**src/rtl/sent_rx_nibble_decoder.sv**
```systemverilog
// SENT receive front end: measures fall-to-fall intervals in ticks, locks on the
// 56-tick sync pulse and decodes status/data/CRC nibbles plus the optional pause pulse.
module sent_rx_nibble_decoder #(
    parameter int unsigned TICK_CLKS = 3,
    parameter int unsigned NIBBLES   = 6,
    parameter int unsigned PAUSE_EN  = 1
) (
    input  logic       clk,
    input  logic       reset,
    input  logic       data_pulse,
    output logic [3:0] nibble,
    output logic       nibble_valid,
    output logic [2:0] nibble_idx,
    output logic       sync_det,
    output logic       pause_det,
    output logic       frame_done,
    output logic       err_len,
    output logic       locked
);

    localparam int unsigned     PW    = (TICK_CLKS > 2) ? $clog2(TICK_CLKS) : 1;
    localparam logic [PW-1:0]   PMAX  = PW'(TICK_CLKS - 1);
    localparam logic [PW-1:0]   PHALF = PW'(TICK_CLKS / 2);
    localparam logic [2:0]      CRC_IDX = 3'(NIBBLES + 1);

    typedef enum logic [1:0] {IDLE, WAIT_SYNC, DATA, POST_CRC} state_t;

    state_t        r_state;
    logic          r_d1;
    logic          r_d2;
    logic [PW-1:0] r_pre;
    logic [9:0]    r_tick;
    logic [2:0]    r_idx;

    logic          w_fall;
    logic [10:0]   w_t;
    logic          w_is_sync;
    logic          w_is_nib;
    logic          w_is_pause;
    logic          w_timeout;

    always_comb begin
        w_fall     = r_d2 & ~r_d1;
        // Round the interval to the nearest tick using the prescaler phase.
        w_t        = {1'b0, r_tick} + {10'd0, (r_pre >= PHALF)};
        w_is_sync  = (w_t == 11'd56);
        w_is_nib   = (w_t >= 11'd12) && (w_t <= 11'd27);
        w_is_pause = (PAUSE_EN != 0) && (w_t >= 11'd12) && (w_t <= 11'd768);
        w_timeout  = (w_t > 11'd768);
    end

    always_ff @(posedge clk) begin
        if (reset) begin
            r_d1   <= 1'b1;
            r_d2   <= 1'b1;
            r_pre  <= '0;
            r_tick <= '0;
        end else begin
            r_d1 <= data_pulse;
            r_d2 <= r_d1;
            if (w_fall) begin
                r_pre  <= '0;
                r_tick <= '0;
            end else if (r_pre == PMAX) begin
                r_pre <= '0;
                if (r_tick != 10'd1023) begin
                    r_tick <= r_tick + 10'd1;
                end
            end else begin
                r_pre <= r_pre + 1'b1;
            end
        end
    end

    always_ff @(posedge clk) begin
        if (reset) begin
            r_state      <= IDLE;
            r_idx        <= '0;
            nibble       <= '0;
            nibble_valid <= 1'b0;
            nibble_idx   <= '0;
            sync_det     <= 1'b0;
            pause_det    <= 1'b0;
            frame_done   <= 1'b0;
            err_len      <= 1'b0;
            locked       <= 1'b0;
        end else begin
            nibble_valid <= 1'b0;
            sync_det     <= 1'b0;
            pause_det    <= 1'b0;
            frame_done   <= 1'b0;
            err_len      <= 1'b0;
            case (r_state)
                IDLE: begin
                    if (w_fall) begin
                        r_state <= WAIT_SYNC;
                    end
                end
                WAIT_SYNC: begin
                    if (w_fall && w_is_sync) begin
                        sync_det <= 1'b1;
                        locked   <= 1'b1;
                        r_idx    <= '0;
                        r_state  <= DATA;
                    end
                end
                DATA: begin
                    if (w_fall) begin
                        if (w_is_nib) begin
                            nibble       <= 4'(w_t - 11'd12);
                            nibble_valid <= 1'b1;
                            nibble_idx   <= r_idx;
                            r_idx        <= r_idx + 3'd1;
                            if (r_idx == CRC_IDX) begin
                                frame_done <= 1'b1;
                                locked     <= 1'b0;
                                r_state    <= POST_CRC;
                            end
                        end else if (w_is_sync) begin
                            // Unexpected sync mid-frame: flag it, then relock on it.
                            err_len  <= 1'b1;
                            sync_det <= 1'b1;
                            r_idx    <= '0;
                        end else begin
                            err_len <= 1'b1;
                            locked  <= 1'b0;
                            r_state <= WAIT_SYNC;
                        end
                    end else if (w_timeout) begin
                        err_len <= 1'b1;
                        locked  <= 1'b0;
                        r_state <= WAIT_SYNC;
                    end
                end
                POST_CRC: begin
                    if (w_fall) begin
                        if (w_is_sync) begin
                            sync_det <= 1'b1;
                            locked   <= 1'b1;
                            r_idx    <= '0;
                            r_state  <= DATA;
                        end else if (w_is_pause) begin
                            pause_det <= 1'b1;
                            r_state   <= WAIT_SYNC;
                        end else begin
                            err_len <= 1'b1;
                            r_state <= WAIT_SYNC;
                        end
                    end else if (w_timeout) begin
                        err_len <= 1'b1;
                        r_state <= WAIT_SYNC;
                    end
                end
                default: r_state <= IDLE;
            endcase
        end
    end

endmodule
```
**config.mk**
```make
export PLATFORM = sky130hd
export DESIGN_NAME = sent_rx_nibble_decoder
export DESIGN_NICKNAME = d
export VERILOG_FILES = /design/src/rtl/sent_rx_nibble_decoder.sv
export SDC_FILE = /design/constraint.sdc
export NUM_CORES = 1
export LEC_CHECK = 0
export CAP_MARGIN = 25
export CORE_MARGIN = 4
export CORE_UTILIZATION = 62
export CTS_CLUSTER_SIZE = 28
export DETAILED_ROUTE_END_ITERATION = 10
export PLACE_DENSITY = 0.94
export SYNTH_ARGS = -nofsm -noshare
export SYNTH_HDL_FRONTEND = slang
export SYNTH_SLANG_ARGS = --single-unit
export TNS_END_PERCENT = 1
```
**constraint.sdc**
```tcl
create_clock -name clk -period 4.23 [get_ports clk]
set_input_delay 0.423 -clock clk [delete_from_list [all_inputs] [get_ports clk]]
set_output_delay 0.423 -clock clk [all_outputs]
set_load 0.1 [all_outputs]
```
* Word-level counts from Yosys, hierarchy flattened
Cells that the tools add are included.
** Storage, ports and cells
- Flip-flop bits (word level) :: 32
- Logic and storage cells :: 101
- Output and inout bits :: 13
** Cells by class
- Equal/unequal tests :: 15
- $lt $le $gt $ge :: 5
- Bitwise logic cells :: 6
- Add/subtract/negate cells :: 5
- Mux-type cells :: 41
- Reduce and logical (&&, ||, !) cells :: 15
** Operators by type and width (number)
- $mux W1 :: 22
- $mux W2 :: 9
- $mux W3 :: 5
- $add A10 B1 Y11 :: 1
- $eq A11 B6 Y1 const B :: 1
- $ge A11 B4 Y1 const B :: 1
- $gt A11 B10 Y1 const B :: 1
- $le A11 B10 Y1 const B :: 1
- $le A11 B5 Y1 const B :: 1
- $add A10 B1 Y10 const B :: 1
- $ne A10 B10 Y1 const B :: 1
- $ne A2 B2 Y1 const B :: 5
- $pmux W3 S3 :: 1
- $ne A4 B4 Y1 const B :: 2
- $pmux W2 S4 :: 1
- $reduce_and A4 Y1 :: 2
- $reduce_or A4 Y1 :: 2
- $reduce_and A7 Y1 :: 1
- $eq A2 B2 Y1 const B :: 3
- $pmux W1 S3 :: 2
- $reduce_or A3 Y1 :: 2
- $not A1 Y1 :: 5
- $sub A4 B4 Y4 const B :: 1
- $add A3 B1 Y3 const B :: 1
- 13 further kinds :: 15

* Depth between registers and ports, before layout
- Depth in word-level cells :: 8
- Gate-level depth with buffers :: 14

* Least setup slack after synthesis
Ideal clock, no wire load.
- Kind :: register -> register
- Start point :: register r_pre[0]
- End point :: register r_idx[0]
- Stages on the path, launching flop included :: 13
- Arrival :: 2.466 ns
- Path slack :: 1.642 ns
- Path through :: dfxtp_1 > inv_1 > ha_1 > inv_1 > ha_1 > ha_1 > xnor2_1 > ha_1 > nor3b_2 > and4_4 > or2_4 > a41oi_2 > a311o_1
** Between the ends
- Word-level cells in the longest chain between the ends :: 7
- Elaborated cells between the ends (all ways) :: 14
** Ends and longest elaborated chain
- start, declared :: RTL line 31 : logic [PW-1:0] r_pre;
- start signal, assigned :: RTL line 70 : r_pre <= r_pre + 1'b1;
- $ge A2 B1 Y1 * :: RTL line 45 : w_t = {1'b0, r_tick} + {10'd0, (r_pre >= PHALF)};
- $add A10 B1 Y11 * :: RTL line 45
- $ge A11 B4 Y1, or another cell as far along :: RTL line 47 : w_is_nib = (w_t >= 11'd12) && (w_t <= 11'd27);
- $logic_and A1 B1 Y1 / $mux W3 (equally long branches)
- $mux W3 :: RTL line 109 : if (w_is_nib) begin
- $mux W3 :: RTL line 108 : if (w_fall) begin
- $pmux W3 S3 :: RTL line 93 : case (r_state)
- end signal, assigned :: RTL line 113 : r_idx <= r_idx + 3'd1;
- end, declared :: RTL line 33 : logic [2:0] r_idx;
Every way passes the cells marked *; elsewhere a longest branch is shown, timed or not. The select of a mux whose other input is x is not followed.
A chain may end at the register's enable or synchronous reset.

* Final worst setup path
Ends and elaborated chain as after synthesis.

==> results.yml <==
synthesis:
  yosys.area.top_type_share: 0.335
  ys.warnings.count: 0
  syn-mean-instance-area_um2: 9.10
  synth_nets: 223
  syn_inst: 210
  ys_async_sr_fraction: 0
  ys.flop_type: "dfxtp_1"
  synth_cell_type_count: 61
  yosysTopAreaCell: "dfxtp_1"
  synth.most_common_cell: "dfxtp_1"
  yosysSeqAreaShare: 0.335
  synth-edff-count: 0
  synth_common_cells: "32 x dfxtp_1, 29 x nor2_1, 16 x nand2_1, 10 x ha_1, 9 x mux2i_1"
  yosys-top-cells-area: "dfxtp_1 34%, ha_1 6.5%, nor2_1 5.7%, mux2i_1 4.7%, xnor2_1 3.2%"
  ys_ff_latch: 32
  mappedNetlistArea_um2: 1910
die:
  initial_core_util: 0.670
  die_w_um: 63.5
  rows: 19
  dieArea_um2: 4040
  die_y_um: 63.5
  core_area_um2: 2850
  ios: 16
timing:
  setup_viol: 0
  fmax_ghz: 0.342
  fin_tns_setup_ns: 0
  slew-limit-headroom: 0.343
  skew_ns: 0.0113
  rsz0062_at_grt: "false"
  hold_viol: 0
  finalCriticalPeriod_ns: 2.92
  tightest_slew_ns: 0.983
  min_period_over_period: 0.691
  slew_viol_final: 0
status:
  status: "complete, no violations"
power:
  total_power_uw: 613
  powerDensity_nw_per_um2: 288
  ir_worst_vdd_uv: 273
  p_leak_uw: 0.000858
global_routing:
  grt_max_degree: 16
  antenna_found_initial: 0
  grt_pass1_vias: 1461
  grtUsageTotal: 0.200
  grt_pass1_wl_um: 6440
  grt-ovfl-total: 0
cts:
  cts_tree: "done"
  clk_path_buf_depth: 2
  clock_sinks: 32
  insertion_delay_ns: 0.34
  postCtsSetupRepairBufs: 0
  path_clk_slew_ns: 0.10
  cts_made_buffers: 5
  htreeDepth: 2
  cts_hold_buf: 0
  cts_resized: 0
  cts-root-buf: "clkbuf_4"
worst_setup_path:
  arrival_ns: 3.16
  start_kind: "flip-flop"
  end_kind: "flip-flop"
  crit_type: "flip-flop to flip-flop"
  crit_fanout: 6
  cp.required_ns: 4.47
routing:
  vias_per_cell: 6.01
  dr.first_iter.drc_count: 58
  wl_per_cell_um: 14.7
  drt_wl_total_um: 3730
  firstDrtPassIters: 4
  drc: 0
  drtAntennaViolNets: 0
  vias: 1520
place:
  hpwlAfterDp_um: 2630
  gp_congestion: 0.926
  dp.cells: 245
  io_buffers: 15
layout:
  area_delta_synth_final_pct: 11.4
  drive_above_1_share: 0.122
  antenna_cells: 0
  layoutNonFillerInstCount: 253
  final_nets: 234
  fin_util: 0.746
job:
  max_cap_viol_count: 0
worst_hold_path:
  hp-class: "flip-flop to flip-flop"
cells by family after synthesis:
kind of cell / count (synthesis) / share of synthesized area
adder cells (fa/ha/maj): 10 / 0.0654
buffers and inverters: 19 / 0.0504
flip-flops: 32 / 0.335
XOR/XNOR: 14 / 0.0681
AND/OR/NAND/NOR: 92 / 0.269
multiplexers: 10 / 0.0530
AO/OA/AOI/OAI: 33 / 0.159
power by group:
part	internal (µW)	total, µW	switching [µW]	leakage, µW
Clock	157	263	106	0.0000515
Sequential	306	310	4.51	0.000259
Combinational	14.9	39.2	24.2	0.000548
Total	477	613	135	0.000858
metrics by stage:
step | setup slack (ns) | hold slack [ns] | area [µm²]
detailed placement | 1.34 | 0.434 | 2030
floorplan | 1.64 | 0.400 | 1910
global route | 1.16 | 0.461 | 2130
finish | 1.31 | 0.440 | 2130
global placement | 1.52 | 0.408 | 2030
CTS | 1.32 | 0.445 | 2130
final timing paths:
check,slack [ns],cells after the start,to,from
setup / recovery,1.31,12,r_idx[0]$_SDFFE_PP0P_,r_pre[0]$_SDFF_PP0_
hold / removal,0.44,1,r_pre[0]$_SDFF_PP0_,r_pre[0]$_SDFF_PP0_
setup reg to reg,1.31,12,r_idx[0]$_SDFFE_PP0P_,r_pre[0]$_SDFF_PP0_
hold reg to reg,0.44,1,r_pre[0]$_SDFF_PP0_,r_pre[0]$_SDFF_PP0_
layout by cell type (no fill, tap or decap), types with 3 or more instances in the layout:
master | synthesis | routed
dfxtp_1 | 32 | 32
nor2_1 | 29 | 29
nand2_1 | 16 | 16
clkdlybuf4s50_1 | 0 | 15
ha_1 | 10 | 10
mux2i_1 | 9 | 9
inv_1 | 8 | 8
xnor2_1 | 7 | 7
nand3_1 | 6 | 6
xor2_1 | 6 | 6
and3_1 | 5 | 5
a21oi_1 | 5 | 5
clkbuf_4 | 0 | 5
nor2b_1 | 4 | 4
nand4_1 | 4 | 4
nor3b_1 | 3 | 3
o211ai_1 | 3 | 3
worst max-delay path, cell delays in order, from the launching register on:
cell and delay, ns:
dfxtp_1 0.34, inv_1 0.06, ha_1 0.19, inv_1 0.06
ha_1 0.25, ha_1 0.28, xnor2_1 0.22, ha_1 0.20
nor3b_2 0.21, nand4b_1 0.27, nor2_1 0.29, a41oi_2 0.07
a311o_1 0.38
area by class of cell:
class,instances,area (µm²)
clock buffers,7,65.1
repair buffers,15,150
fillers,188,723
clock inverters,1,30.0
flip-flops and latches,32,641
multi-input cells,159,1170
inverters,8,30.0
well taps,31,38.8
flip-flops by register name, summed over array words and instances (netlist names), 2 cells and up:
name,flops
r_tick,10
nibble,4
nibble_idx,3
r_idx,3
r_pre,2
r_state,2
layer usage:
layer  GRT usage  routed length (µm)
met1       0.262                1770
met5           0                   0
met2       0.302                1660
met4       0.105                  91
met3      0.0462                 199
Power figures use the tool's default switching activity.
